File: src/rtl/key_debounce_ctrl.sv
`default_nettype none
// ============================================================================
// Module      : key_debounce_ctrl
// Description : Debounces one raw push-button and turns it into clean control
//               events: a debounced level, single-cycle press / release /
//               long-press / auto-repeat strobes, and a toggle level that
//               flips on every accepted press (drives the LED direction).
// Ports       :
//   clk            in   system clock
//   rst            in   synchronous reset, active-high
//   key_in         in   raw button pin (asynchronous, bouncy)
//   key_level      out  debounced state, 1 = pressed
//   press_pulse    out  1-cycle strobe when a press is accepted
//   release_pulse  out  1-cycle strobe when a release is accepted
//   long_pulse     out  1-cycle strobe, once per hold, LONG_CYC after press
//   repeat_pulse   out  1-cycle strobe every REPEAT_CYC after long_pulse
//   toggle         out  level inverted together with press_pulse
// Revision    : 1.0 - initial release
// ============================================================================
module key_debounce_ctrl #(
   parameter int unsigned DEBOUNCE_CYC   = 2_000_000,
   parameter int unsigned LONG_CYC       = 100_000_000,
   parameter int unsigned REPEAT_CYC     = 20_000_000,
   parameter bit          KEY_ACTIVE_LOW = 1'b1,
   parameter bit          TOGGLE_INIT    = 1'b1
) (
   input  logic clk,
   input  logic rst,
   input  logic key_in,
   output logic key_level,
   output logic press_pulse,
   output logic release_pulse,
   output logic long_pulse,
   output logic repeat_pulse,
   output logic toggle
);

   localparam int DB_W   = $clog2(DEBOUNCE_CYC + 1);
   localparam int HOLD_W = $clog2(LONG_CYC + 1);
   localparam int REP_W  = $clog2(REPEAT_CYC + 1);

   localparam logic [DB_W-1:0]   DB_MAX   = DB_W'(DEBOUNCE_CYC);
   localparam logic [DB_W-1:0]   DB_ONE   = DB_W'(1);
   localparam logic [HOLD_W-1:0] HOLD_MAX = HOLD_W'(LONG_CYC);
   localparam logic [HOLD_W-1:0] HOLD_PRE = HOLD_W'(LONG_CYC - 1);
   localparam logic [HOLD_W-1:0] HOLD_ONE = HOLD_W'(1);
   localparam logic [REP_W-1:0]  REP_LAST = REP_W'(REPEAT_CYC - 1);
   localparam logic [REP_W-1:0]  REP_ONE  = REP_W'(1);

   // Raw pin level of a released key; the synchronizer resets to it so a key
   // held through reset is seen as a fresh press afterwards.
   localparam logic KEY_RELEASED = KEY_ACTIVE_LOW;

   typedef enum logic [1:0] {
      S_IDLE       = 2'd0,
      S_PRESS_DB   = 2'd1,
      S_HELD       = 2'd2,
      S_RELEASE_DB = 2'd3
   } state_t;

   // -------------------------------------------------------------------------
   // Input synchronizer and polarity normalization
   // -------------------------------------------------------------------------
   logic sync1;
   logic sync2;
   logic pressed;

   always_ff @(posedge clk) begin
      if (rst) begin
         sync1 <= KEY_RELEASED;
         sync2 <= KEY_RELEASED;
      end else begin
         sync1 <= key_in;
         sync2 <= sync1;
      end
   end

   assign pressed = sync2 ^ KEY_ACTIVE_LOW;

   // -------------------------------------------------------------------------
   // State and counter registers
   // -------------------------------------------------------------------------
   state_t              state,    state_nx;
   logic [DB_W-1:0]     db_cnt,   db_nx;
   logic [HOLD_W-1:0]   hold_cnt, hold_nx;
   logic [REP_W-1:0]    rep_cnt,  rep_nx;
   logic                level_nx, press_nx, release_nx, long_nx, repeat_nx;
   logic                toggle_nx;

   always_ff @(posedge clk) begin
      if (rst) begin
         state         <= S_IDLE;
         db_cnt        <= '0;
         hold_cnt      <= '0;
         rep_cnt       <= '0;
         key_level     <= 1'b0;
         press_pulse   <= 1'b0;
         release_pulse <= 1'b0;
         long_pulse    <= 1'b0;
         repeat_pulse  <= 1'b0;
         toggle        <= TOGGLE_INIT;
      end else begin
         state         <= state_nx;
         db_cnt        <= db_nx;
         hold_cnt      <= hold_nx;
         rep_cnt       <= rep_nx;
         key_level     <= level_nx;
         press_pulse   <= press_nx;
         release_pulse <= release_nx;
         long_pulse    <= long_nx;
         repeat_pulse  <= repeat_nx;
         toggle        <= toggle_nx;
      end
   end

   // -------------------------------------------------------------------------
   // Next-state and registered-output logic
   // -------------------------------------------------------------------------
   always_comb begin
      state_nx   = state;
      db_nx      = db_cnt;
      hold_nx    = hold_cnt;
      rep_nx     = rep_cnt;
      level_nx   = key_level;
      toggle_nx  = toggle;
      press_nx   = 1'b0;
      release_nx = 1'b0;
      long_nx    = 1'b0;
      repeat_nx  = 1'b0;

      case (state)
         S_IDLE: begin
            if (pressed) begin
               state_nx = S_PRESS_DB;
               db_nx    = DB_ONE;
            end
         end

         S_PRESS_DB: begin
            // Any released sample throws away the whole run: no partial credit.
            if (!pressed) begin
               state_nx = S_IDLE;
               db_nx    = '0;
            end else if (db_cnt == DB_MAX) begin
               state_nx  = S_HELD;
               db_nx     = '0;
               hold_nx   = '0;
               rep_nx    = '0;
               press_nx  = 1'b1;
               level_nx  = 1'b1;
               toggle_nx = ~toggle;
            end else begin
               db_nx = db_cnt + DB_ONE;
            end
         end

         S_HELD: begin
            // Hold timing advances on every HELD cycle, including the one that
            // leaves for RELEASE_DB. Once hold_cnt saturates, rep_cnt runs.
            if (hold_cnt != HOLD_MAX) begin
               hold_nx = hold_cnt + HOLD_ONE;
               long_nx = (hold_cnt == HOLD_PRE);
            end else if (rep_cnt == REP_LAST) begin
               rep_nx    = '0;
               repeat_nx = 1'b1;
            end else begin
               rep_nx = rep_cnt + REP_ONE;
            end
            if (!pressed) begin
               state_nx = S_RELEASE_DB;
               db_nx    = DB_ONE;
            end
         end

         S_RELEASE_DB: begin
            // hold_cnt / rep_cnt stay frozen so a glitch only delays timing.
            if (pressed) begin
               state_nx = S_HELD;
               db_nx    = '0;
            end else if (db_cnt == DB_MAX) begin
               state_nx   = S_IDLE;
               db_nx      = '0;
               hold_nx    = '0;
               rep_nx     = '0;
               release_nx = 1'b1;
               level_nx   = 1'b0;
            end else begin
               db_nx = db_cnt + DB_ONE;
            end
         end

         default: begin
            state_nx = S_IDLE;
            db_nx    = '0;
         end
      endcase
   end

endmodule
`default_nettype wire

File: config.mk
export PLATFORM = sky130hd
export DESIGN_NAME = key_debounce_ctrl
export DESIGN_NICKNAME = d
export VERILOG_FILES = /design/src/rtl/key_debounce_ctrl.sv
export SDC_FILE = /design/constraint.sdc
export NUM_CORES = 1
export LEC_CHECK = 0
export ABC_AREA = 0
export CORE_ASPECT_RATIO = 0.5
export CORE_MARGIN = 2
export CORE_UTILIZATION = 50
export DETAILED_ROUTE_END_ITERATION = 10
export GPL_TIMING_DRIVEN = 1
export PLACE_DENSITY = 0.75
export SLEW_MARGIN = 25
export SYNTH_ARGS = -nofsm -noshare
export SYNTH_HDL_FRONTEND = slang
export SYNTH_SLANG_ARGS = --single-unit
File: constraint.sdc
create_clock -name clk -period 3.31 [get_ports clk]
set_input_delay 0.4965 -clock clk [delete_from_list [all_inputs] [get_ports clk]]
set_output_delay 0.4965 -clock clk [all_outputs]
set_load 0.03 [all_outputs]
==> impl_metrics.ini <==
[worst_setup_path]
endpoint_kind = register
worstSetupPathType = register to register
cp-start-kind = register
reg2reg_depth = 6
crit_fanout = 11
worstPathArrival_ns = 3.01
r2r_slack_ns = 0.56
required_ns = 3.57

[synth]
synthesis.area_mm2 = 0.00417
synth_area_leader_cell = dfxtp_1
synth_fp_nets = 506
synthTopCellsByArea = dfxtp_1, nor2_1, xnor2_1
synth-seq-cells = 83
yosysTopAreaCellShare_pct = 39.9
netlist-cell-type-count = 58
ys_warn_count = 0
synth_edf_count = 0
synthCells = 498
yosysSeqAreaShare_pct = 39.9
synth.avg_cell_area_um2 = 8.37
synth-main-ff-cell = dfxtp_1
async_flop_share_pct = 0

[clock_network]
numCtsBuffers = 9
cts_hold_buf = 0
cts.repair.resized = 0
post_cts_buffers = 0
htreeDepth = 3
clk_latency_ns = 0.34
cts_buffer_depth = 2
cts_tree = done
clk_pin_slew_ns = 0.06
cts-root-buf = clkbuf_16
clkSinkCount = 83

[floorplan]
start_util_pct = 51.7
die_area_mm2 = 0.00913
pin_count = 9
die_h_um = 68.6
fp.dieW_um = 133
rows = 23
core_area_mm2 = 0.00806

[global_route]
grt_overflow = 0
grt_usage_pct = 20.3
grt_max_degree = 42
antenna_found_initial = 0
grt_first_pass_wirelength_mm = 14.8
grt_pass1_vias = 3212

[routing]
drc = 0
drt-initial-drc-count = 268
wl_per_cell_um = 14.0
vias = 3562
antenna_left = 0
wl_mm = 8.61
firstDrtPassIters = 4
vias_per_cell = 5.78

[finish]
regArea_mm2 = 0.00166
design_area_mm2 = 0.00468
antenna_cells = 0
drive_gt1_share_pct = 7.94
num-nets-final = 507
fillers = 731
multi_input_area_mm2 = 0.00235
area_delta_synth_final_pct = 12.2

[hold_path]
hp-class = register to register
hold_path_depth = 1

[place]
gp_congestion = 0.884
post-place-ws_ns = 0.578
dp_hpwl_mm = 5.91
placed_area_mm2 = 0.00435
port_buffers = 8

[timing]
layout_setup_ws_ns = 0.563
hold_ws_ns = 0.412
rsz0062_at_grt = false
hold_viol_final = 0
fin_setup_tns_ns = 0
worst-slew-pin-transition_ns = 0.766
clock.fmax_mhz = 364
min_period_ns = 2.75
final-setup-viol-count = 0
skew_ns = 0.00852
period_share_pct = 83.0
maxSlewHeadroom_pct = 48.7
slew_violations = 0

[job]
cap_viol_max_count = 0

[power_and_ir_drop]
ir_drop_v = 0.000257
cellPowerDensity_mw_per_mm2 = 456
total_leakage_power_nw = 1.51

[outcome]
outcome = complete, no violations
[cells in the final DEF, fill, tap and decap left out, types with 3 or more instances in the layout]
cell type,netlist,routed
nand4b_1,4,4
nor4_1,3,3
nand4_1,11,11
a311oi_1,5,5
a21oi_1,34,34
clkbuf_16,0,9
o21ai_0,25,25
and3_1,11,11
or2_2,6,6
nand2b_1,3,3
o211ai_1,7,7
nor2_1,55,55
dfxtp_1,83,83
a31oi_1,4,4
or4_1,9,9
ha_1,5,5
buf_4,1,11
nand2_1,36,36
xnor2_1,22,22
and2_1,6,6
nand3_1,21,21
a21o_1,5,5
o2111ai_1,6,6
nor3_1,14,14
or3_1,8,8
nor2b_1,5,5
xor2_1,15,15
a211oi_1,16,16
inv_1,10,10
and4_1,9,9
clkdlybuf4s50_1,0,8
nand3b_1,4,4
[final cells by class]
class,count,area share [%]
multi-input combinational,376,50.2
sequential,83,35.5
clock buffer,12,5.48
timing repair buffer,19,3.48
tap,112,3.00
clock inverter,4,1.55
inverter,10,0.802
[path summary, 6_finish.rpt]
| path | startpoint | to |
|---|---|---|
| setup / recovery | db_cnt[12]$_SDFFE_PP0P_ | hold_cnt[24]$_SDFFE_PP0P_ |
| hold / removal | sync1$_SDFF_PP1_ | sync2$_SDFF_PP1_ |
| setup reg to reg | db_cnt[12]$_SDFFE_PP0P_ | hold_cnt[24]$_SDFFE_PP0P_ |
| hold reg to reg | sync1$_SDFF_PP1_ | sync2$_SDFF_PP1_ |
[logic make-up after synthesis]
| logic type | after synthesis | share of synthesized area, % |
|---|---|---|
| simple gates | 220 | 29.6 |
| compound gates | 113 | 17.2 |
| xor+xnor | 37 | 7.78 |
| buf+inv | 39 | 3.81 |
| mux | 1 | 0.270 |
| flops | 83 | 39.9 |
| fa+ha+maj | 5 | 1.50 |
[layer usage]
| layer | share of wire (%) | track usage [%] |
|---|---|---|
| met2 | 45 | 33.2 |
| met1 | 51 | 26.6 |
| met3 | 3.5 | 6.43 |
| met5 | 0 | 0 |
| met4 | 0.70 | 5.32 |
[power by group]
part / internal [mW] / total, mW / switching [mW]
clock network: 0.700 / 1.08 / 0.384
registers: 1.00 / 1.01 / 0.00358
logic: 0.0138 / 0.0448 / 0.0311
[cell usage after synthesis (2+ instances only)]
cell type	number
nor2_1	55
or2_2	6
nor3_1	14
a21oi_1	34
clkbuf_1	25
or3_1	8
and2_1	6
a311oi_1	5
nand3_1	21
a31oi_1	4
nor4b_1	2
and4_1	9
nor4_1	3
dfxtp_1	83
o211ai_1	7
nand4b_1	4
a211oi_1	16
nor2b_1	5
ha_1	5
nor4bb_1	2
o2111ai_1	6
nand4_1	11
nand2b_1	3
o211a_1	2
xnor2_1	22
a21o_1	5
nand3b_1	4
and3_1	11
o21ai_0	25
xor2_1	15
or4_1	9
nand2_1	36
inv_1	10
[registers in the layout (all words and copies together) (netlist names), named ones only]
signal         count
repeat_pulse       1
press_pulse        1
toggle             1
rep_cnt           25
release_pulse      1
state              1
db_cnt            21
sync1              1
key_level          1
sync2              1
hold_cnt          27
long_pulse         1
[critical path: stages (launching register included)]
cell and delay [ns]:
dfxtp_1 0.37, or4b_4 0.57, nor4_4 0.40, nand4_2 0.37
a21o_1 0.35, or4_1 0.48, a21oi_1 0.14
[stage by stage]
step	power, mW	instances	utilization [%]
2_1_floorplan	1.06	498	-
3_3_place_gp	1.07	600	54.0
3_5_place_dp	1.07	600	54.0
4_1_cts	2.16	616	58.1
5_1_grt	2.21	616	58.1
6_report	2.13	616	58.1
No activity file was read; power rests on OpenSTA's default activity.
